File: src/rtl/core_seq_ctrl_pkg.sv
// Shared definitions for the NPC core sequencer: state encodings, counter
// defaults and instruction-class flag bit positions used by the decode stage.
package core_seq_ctrl_pkg;

    localparam int unsigned STATE_W         = 4;
    localparam int unsigned CNT_W_DEF       = 8;
    localparam int unsigned TIMEOUT_CYC_DEF = 255;
    localparam int unsigned INSTRET_W_DEF   = 32;

    typedef enum logic [STATE_W-1:0] {
        S_IDLE       = 4'd0,
        S_FETCH_REQ  = 4'd1,
        S_FETCH_WAIT = 4'd2,
        S_DECODE     = 4'd3,
        S_EXEC       = 4'd4,
        S_MEM_REQ    = 4'd5,
        S_MEM_WAIT   = 4'd6,
        S_WB         = 4'd7,
        S_HALT       = 4'd8,
        S_TRAP       = 4'd9
    } state_e;

    // Instruction-class flag vector layout, as produced by the decode stage
    localparam int unsigned CLS_INV    = 0;
    localparam int unsigned CLS_EBREAK = 1;
    localparam int unsigned CLS_LOAD   = 2;
    localparam int unsigned CLS_STORE  = 3;
    localparam int unsigned CLS_RD_WEN = 4;
    localparam int unsigned CLS_W      = 5;

    // Class information carried from DECODE into EXEC/WB
    typedef struct packed {
        logic mem;
        logic store;
        logic rd_wen;
    } seq_cls_t;

endpackage

File: src/rtl/core_seq_ctrl_wait_timer.sv
// Clearable saturating wait counter with a limit compare, used to bound the
// request+wait phases of fetch and data-memory accesses.
module seq_wait_timer #(
    parameter int unsigned CNT_W = 8,
    parameter int unsigned LIMIT = 255
) (
    input  logic clk,
    input  logic rst,
    input  logic clr,
    input  logic inc,
    output logic at_limit_c
);

    logic [CNT_W-1:0] cnt_q;
    logic [CNT_W-1:0] cnt_d;

    always_comb begin
        cnt_d = cnt_q;
        if (clr) begin
            cnt_d = '0;
        end else if (inc && (cnt_q != {CNT_W{1'b1}})) begin
            cnt_d = cnt_q + CNT_W'(1);
        end
    end

    always_ff @(posedge clk or posedge rst) begin
        if (rst) begin
            cnt_q <= '0;
        end else begin
            cnt_q <= cnt_d;
        end
    end

    assign at_limit_c = (cnt_q == CNT_W'(LIMIT));

endmodule

File: src/rtl/core_seq_ctrl.sv
// Multi-cycle control FSM for the NPC core: sequences fetch, decode, execute,
// memory and writeback, and stops on ebreak, invalid instruction or timeout.
module core_seq_ctrl
    import core_seq_ctrl_pkg::*;
#(
    parameter int unsigned TIMEOUT_CYC = TIMEOUT_CYC_DEF,
    parameter int unsigned CNT_W       = CNT_W_DEF,
    parameter int unsigned INSTRET_W   = INSTRET_W_DEF
) (
    input  logic                 clk,
    input  logic                 rst,
    output logic                 ifu_req_valid,
    input  logic                 ifu_req_ready,
    input  logic                 ifu_rsp_valid,
    input  logic                 dec_inv,
    input  logic                 dec_ebreak,
    input  logic                 dec_load,
    input  logic                 dec_store,
    input  logic                 dec_rd_wen,
    output logic                 lsu_req_valid,
    input  logic                 lsu_req_ready,
    input  logic                 lsu_rsp_valid,
    output logic                 ir_we,
    output logic                 rf_we,
    output logic                 pc_we,
    output logic                 halt,
    output logic                 trap,
    output logic                 trap_timeout,
    output logic [INSTRET_W-1:0] instret,
    output logic [STATE_W-1:0]   state
);

    state_e                 state_q, state_d;
    seq_cls_t               cls_q, cls_d;
    logic [INSTRET_W-1:0]   instret_q, instret_d;
    logic                   trap_to_q, trap_to_d;
    logic [CLS_W-1:0]       dec_cls_c;
    logic                   timer_clr_c;
    logic                   timer_inc_c;
    logic                   at_limit_c;

    assign dec_cls_c[CLS_INV]    = dec_inv;
    assign dec_cls_c[CLS_EBREAK] = dec_ebreak;
    assign dec_cls_c[CLS_LOAD]   = dec_load;
    assign dec_cls_c[CLS_STORE]  = dec_store;
    assign dec_cls_c[CLS_RD_WEN] = dec_rd_wen;

    assign timer_inc_c = (state_q == S_FETCH_REQ) || (state_q == S_FETCH_WAIT) ||
                         (state_q == S_MEM_REQ)   || (state_q == S_MEM_WAIT);

    seq_wait_timer #(
        .CNT_W (CNT_W),
        .LIMIT (TIMEOUT_CYC)
    ) u_wait_timer (
        .clk        (clk),
        .rst        (rst),
        .clr        (timer_clr_c),
        .inc        (timer_inc_c),
        .at_limit_c (at_limit_c)
    );

    // Next-state, counters and state-decoded strobes
    always_comb begin
        state_d       = state_q;
        cls_d         = cls_q;
        instret_d     = instret_q;
        trap_to_d     = trap_to_q;
        timer_clr_c   = 1'b0;
        ifu_req_valid = 1'b0;
        lsu_req_valid = 1'b0;
        ir_we         = 1'b0;
        rf_we         = 1'b0;
        pc_we         = 1'b0;

        unique case (state_q)
            S_IDLE: begin
                state_d     = S_FETCH_REQ;
                timer_clr_c = 1'b1;
            end
            S_FETCH_REQ: begin
                ifu_req_valid = 1'b1;
                if (at_limit_c) begin
                    state_d   = S_TRAP;
                    trap_to_d = 1'b1;
                end else if (ifu_req_ready) begin
                    state_d = S_FETCH_WAIT;
                end
            end
            S_FETCH_WAIT: begin
                ir_we = ifu_rsp_valid;
                // A response on the limit cycle still completes the phase
                if (ifu_rsp_valid) begin
                    state_d = S_DECODE;
                end else if (at_limit_c) begin
                    state_d   = S_TRAP;
                    trap_to_d = 1'b1;
                end
            end
            S_DECODE: begin
                cls_d.mem    = dec_cls_c[CLS_LOAD] | dec_cls_c[CLS_STORE];
                cls_d.store  = dec_cls_c[CLS_STORE];
                cls_d.rd_wen = dec_cls_c[CLS_RD_WEN];
                if (dec_cls_c[CLS_INV]) begin
                    state_d = S_TRAP;
                end else if (dec_cls_c[CLS_EBREAK]) begin
                    state_d   = S_HALT;
                    instret_d = instret_q + INSTRET_W'(1);
                end else begin
                    state_d = S_EXEC;
                end
            end
            S_EXEC: begin
                if (cls_q.mem) begin
                    state_d     = S_MEM_REQ;
                    timer_clr_c = 1'b1;
                end else begin
                    state_d = S_WB;
                end
            end
            S_MEM_REQ: begin
                lsu_req_valid = 1'b1;
                if (at_limit_c) begin
                    state_d   = S_TRAP;
                    trap_to_d = 1'b1;
                end else if (lsu_req_ready) begin
                    state_d = S_MEM_WAIT;
                end
            end
            S_MEM_WAIT: begin
                if (lsu_rsp_valid) begin
                    state_d = S_WB;
                end else if (at_limit_c) begin
                    state_d   = S_TRAP;
                    trap_to_d = 1'b1;
                end
            end
            S_WB: begin
                pc_we       = 1'b1;
                rf_we       = cls_q.rd_wen & ~cls_q.store;
                instret_d   = instret_q + INSTRET_W'(1);
                state_d     = S_FETCH_REQ;
                timer_clr_c = 1'b1;
            end
            S_HALT: state_d = S_HALT;
            S_TRAP: state_d = S_TRAP;
            default: state_d = S_IDLE;
        endcase
    end

    always_ff @(posedge clk or posedge rst) begin
        if (rst) begin
            state_q   <= S_IDLE;
            cls_q     <= '0;
            instret_q <= '0;
            trap_to_q <= 1'b0;
        end else begin
            state_q   <= state_d;
            cls_q     <= cls_d;
            instret_q <= instret_d;
            trap_to_q <= trap_to_d;
        end
    end

    assign halt         = (state_q == S_HALT);
    assign trap         = (state_q == S_TRAP);
    assign trap_timeout = trap_to_q;
    assign instret      = instret_q;
    assign state        = state_q;

endmodule
File: config.mk
export PLATFORM = sky130hd
export DESIGN_NAME = core_seq_ctrl
export DESIGN_NICKNAME = d
export VERILOG_FILES = /design/src/rtl/core_seq_ctrl_pkg.sv /design/src/rtl/core_seq_ctrl_wait_timer.sv /design/src/rtl/core_seq_ctrl.sv
export SDC_FILE = /design/constraint.sdc
export NUM_CORES = 1
export LEC_CHECK = 0
export ABC_AREA = 1
export BUFFER_PORTS_ARGS = -buffer_cell sky130_fd_sc_hd__clkbuf_2
export CORE_MARGIN = 4
export CORE_UTILIZATION = 45
export CTS_BUF_LIST = sky130_fd_sc_hd__clkbuf_4
export DETAILED_ROUTE_END_ITERATION = 10
export MAX_ROUTING_LAYER = met4
export PLACE_DENSITY_LB_ADDON = 0.25
export SYNTH_ARGS = -nofsm -noshare
export SYNTH_HDL_FRONTEND = slang
export SYNTH_SLANG_ARGS = --single-unit
File: constraint.sdc
create_clock -name clk -period 2.2 [get_ports clk]
set_clock_uncertainty 0.2 [all_clocks]
set_input_delay 0.66 -clock clk [delete_from_list [all_inputs] [get_ports clk]]
set_output_delay 0.66 -clock clk [all_outputs]
set_load 0.005 [all_outputs]
==> out/metrics.yaml <==
io_buffers: 54
cp_data_arrival_time_ns: 1.38
grt_usage: 0.213
num_vias: 3365
synth_warnings: 0
cts_buffer_depth: 2
grt_pass1_wl_um: 14200
h-tree-depth: 2
ys_dominant_reg_cell: "dfrtp_1"
max_stage_delay_ns: 0.47
dr.pass1.iters: 4
wl_per_cell_um: 12.7
cts.hold.buffers_added: 0
synth_area_leaders: "dfrtp_1 (38%), nand2_1 (25%), nor2_1 (8.3%), inv_1 (5.7%), nand3_1 (4.1%)"
async_flop_share: 1.00
leakagePower_nw: 1.97
drive_gt1_frac: 0.219
hp-class: "in -> async"
crit_start: "state[2]"
grt_max_degree: 49
root_buffer: "clkbuf_4"
clk_latency_ns: 0.38
rows: 30
hpwl_um: 5940
cp_max_fo: 3
finalMaxSlewViolations: 0
irDropWorstVdd_uv: 657
core_um2: 6790
violations: "negative setup slack"
cp-endpoint: "ir_we"
path_cells: "buf_6, nor2_4, nand2_2, nor2_1, buf_2"
vias_per_cell: 5.04
relSlewSlack: 0.665
synth_edf_count: 0
die_w_um: 91.7
status: "finished, violations left"
setup_viol: 3
reg2reg_slack_ns: 0.15
ys_top_cells_by_count: "nand2_1 (212), nor2_1 (70), dfrtp_1 (48), inv_1 (48), nand3_1 (26)"
cts_sinks: 48
drc: 0
die_y_um: 91.7
postLayoutSetupSlackWorst_ns: -0.0425
required_ns: 1.34
fin_crit_ns: 2.24
area_growth_syn_to_layout_pct: 24.4
timing.fmax_ghz: 0.446
finalPower_w: 0.00327
ys_seq_elements: 48
slowest_stage: "dfrtp_2"
die_area_um2: 8400
path_class: "reg -> out"
r2r_cells: 9
grt_pass1_vias: 3155
final.period_utilization: 1.02
fillers: 661
grt-ovfl-total: 0
antenna_cells: 0
cts_tree: "done"
syn-cell-area_um2: 3150
yosysTopAreaCellShare: 0.381
rsz0062_at_grt: "yes"
cp-start-kind: "register"
gp_congestion: 0.908
pre_cts_slack_ns: 0.194
r2r_end: "instret[8]"
syn_nets: 500
ios: 55
antenna_left: 0
routed_wl_um: 8470
worst_slew_pin_slew_ns: 0.501
yosysMostFrequentCell: "nand2_1"
clkTransAtPathRegs_ns: 0.15
layout.nets: 583
p_per_area_nw_per_um2: 835
postSynthCellCount: 487
yosysTopAreaCell: "dfrtp_1"
drt_iter0_drc: 197
start_util: 0.464
cp-end-kind: "primary output"
seq_area_frac_synth: 0.381
grt_antenna_before_repair: 0
cts_buffers: 5
maxCapViolations: 0
hold_viol: 0
yosysUniqueCellTypes: 31
avgSynthCellArea_um2: 6.47
r2r_start: "state[2]"
[final cells by class]
class	instances	area, um^2	share of cell area
multi-input cells	383	1810	0.462
flip-flops and latches	48	1200	0.307
repair buffers	81	509	0.130
inverters	51	196	0.0501
well taps	96	120	0.0306
clock inverters	3	42.5	0.0109
clock buffers	5	37.5	0.00958
[state kept, by name, indices dropped and copies added, names as in the netlist]
| register | count |
|---|---|
| state | 4 |
| cls_q | 3 |
| instret | 32 |
| trap_timeout | 1 |
| u_wait_timer.cnt_q | 8 |
[worst max-delay path, delay by kind of cell, from the launching register on]
family,cells,cell delay (ns)
DFF,1,0.47
and+or+nand+nor,3,0.28
buffers and inverters,2,0.26
[power by group]
part,internal [W],switching (W),total (W)
sequential,0.00102,0.000167,0.00119
clock,0.000237,0.000305,0.000542
combinational,0.000631,0.000916,0.00155
total,0.00189,0.00139,0.00327
[cell usage in the layout (no fill, tap or decap), types with 3 or more instances in the layout]
cell / count
nand2_1: 208
nor2_4: 8
nor2_2: 3
nand4_1: 8
dfrtp_2: 3
nor2_1: 62
nand2_2: 6
inv_1: 44
nand3_1: 26
nor3_1: 4
buf_6: 3
o21ai_0: 13
dfrtp_1: 45
inv_2: 5
a21oi_1: 5
nand2_4: 4
buf_4: 22
xor2_1: 9
clkbuf_4: 5
nand3b_1: 10
clkbuf_2: 52
[worst min-delay path by stage]
stage               cells past startpoint  slack [ns]                     to
finish                                  3        0.07  u_wait_timer.cnt_q[4]
global route                            3        0.08  u_wait_timer.cnt_q[7]
CTS                                     3        0.08  u_wait_timer.cnt_q[4]
detailed placement                      1        0.26           trap_timeout
global placement                        1        0.26           trap_timeout
floorplan                               2        0.25               cls_q[1]
[per-layer routing]
| layer | global-route usage | vias to the layer above | wire, um |
|---|---|---|---|
| met3 | 0.0369 | 15 | 409 |
| met4 | 0.0653 | 0 | 149 |
| met5 | - | - | 0 |
| met1 | 0.285 | 1588 | 4020 |
| met2 | 0.331 | 82 | 3890 |
| li1 | - | 1680 | - |
[cells by family after synthesis]
family,Yosys count,synth area share
AO/OA/AOI/OAI,27,0.0504
XOR/XNOR,11,0.0306
adder cells (fa/ha/maj),2,0.00794
buffers and inverters,56,0.0735
flip-flops,48,0.381
AND/OR/NAND/NOR,343,0.456
[timing repair]
action	CTS	global route
pin swaps	9	5
setup buffers	19	3
gates resized for setup	26	11
setup endpoints to repair	7	7
[metrics by stage]
step           area, um^2  hold slack (ns)  std cells  utilization  TNS (ns)
2_1_floorplan        3150            0.250        487            -         0
3_3_place_gp         3560            0.258        637        0.524         0
3_5_place_dp         3560            0.263        637        0.524         0
4_1_cts              3860           0.0823        664        0.569   -0.0656
5_1_grt              3920           0.0759        667        0.577    -0.432
6_report             3920           0.0746        667        0.577    -0.120
Note: power is estimated with default switching activity, not from simulation.
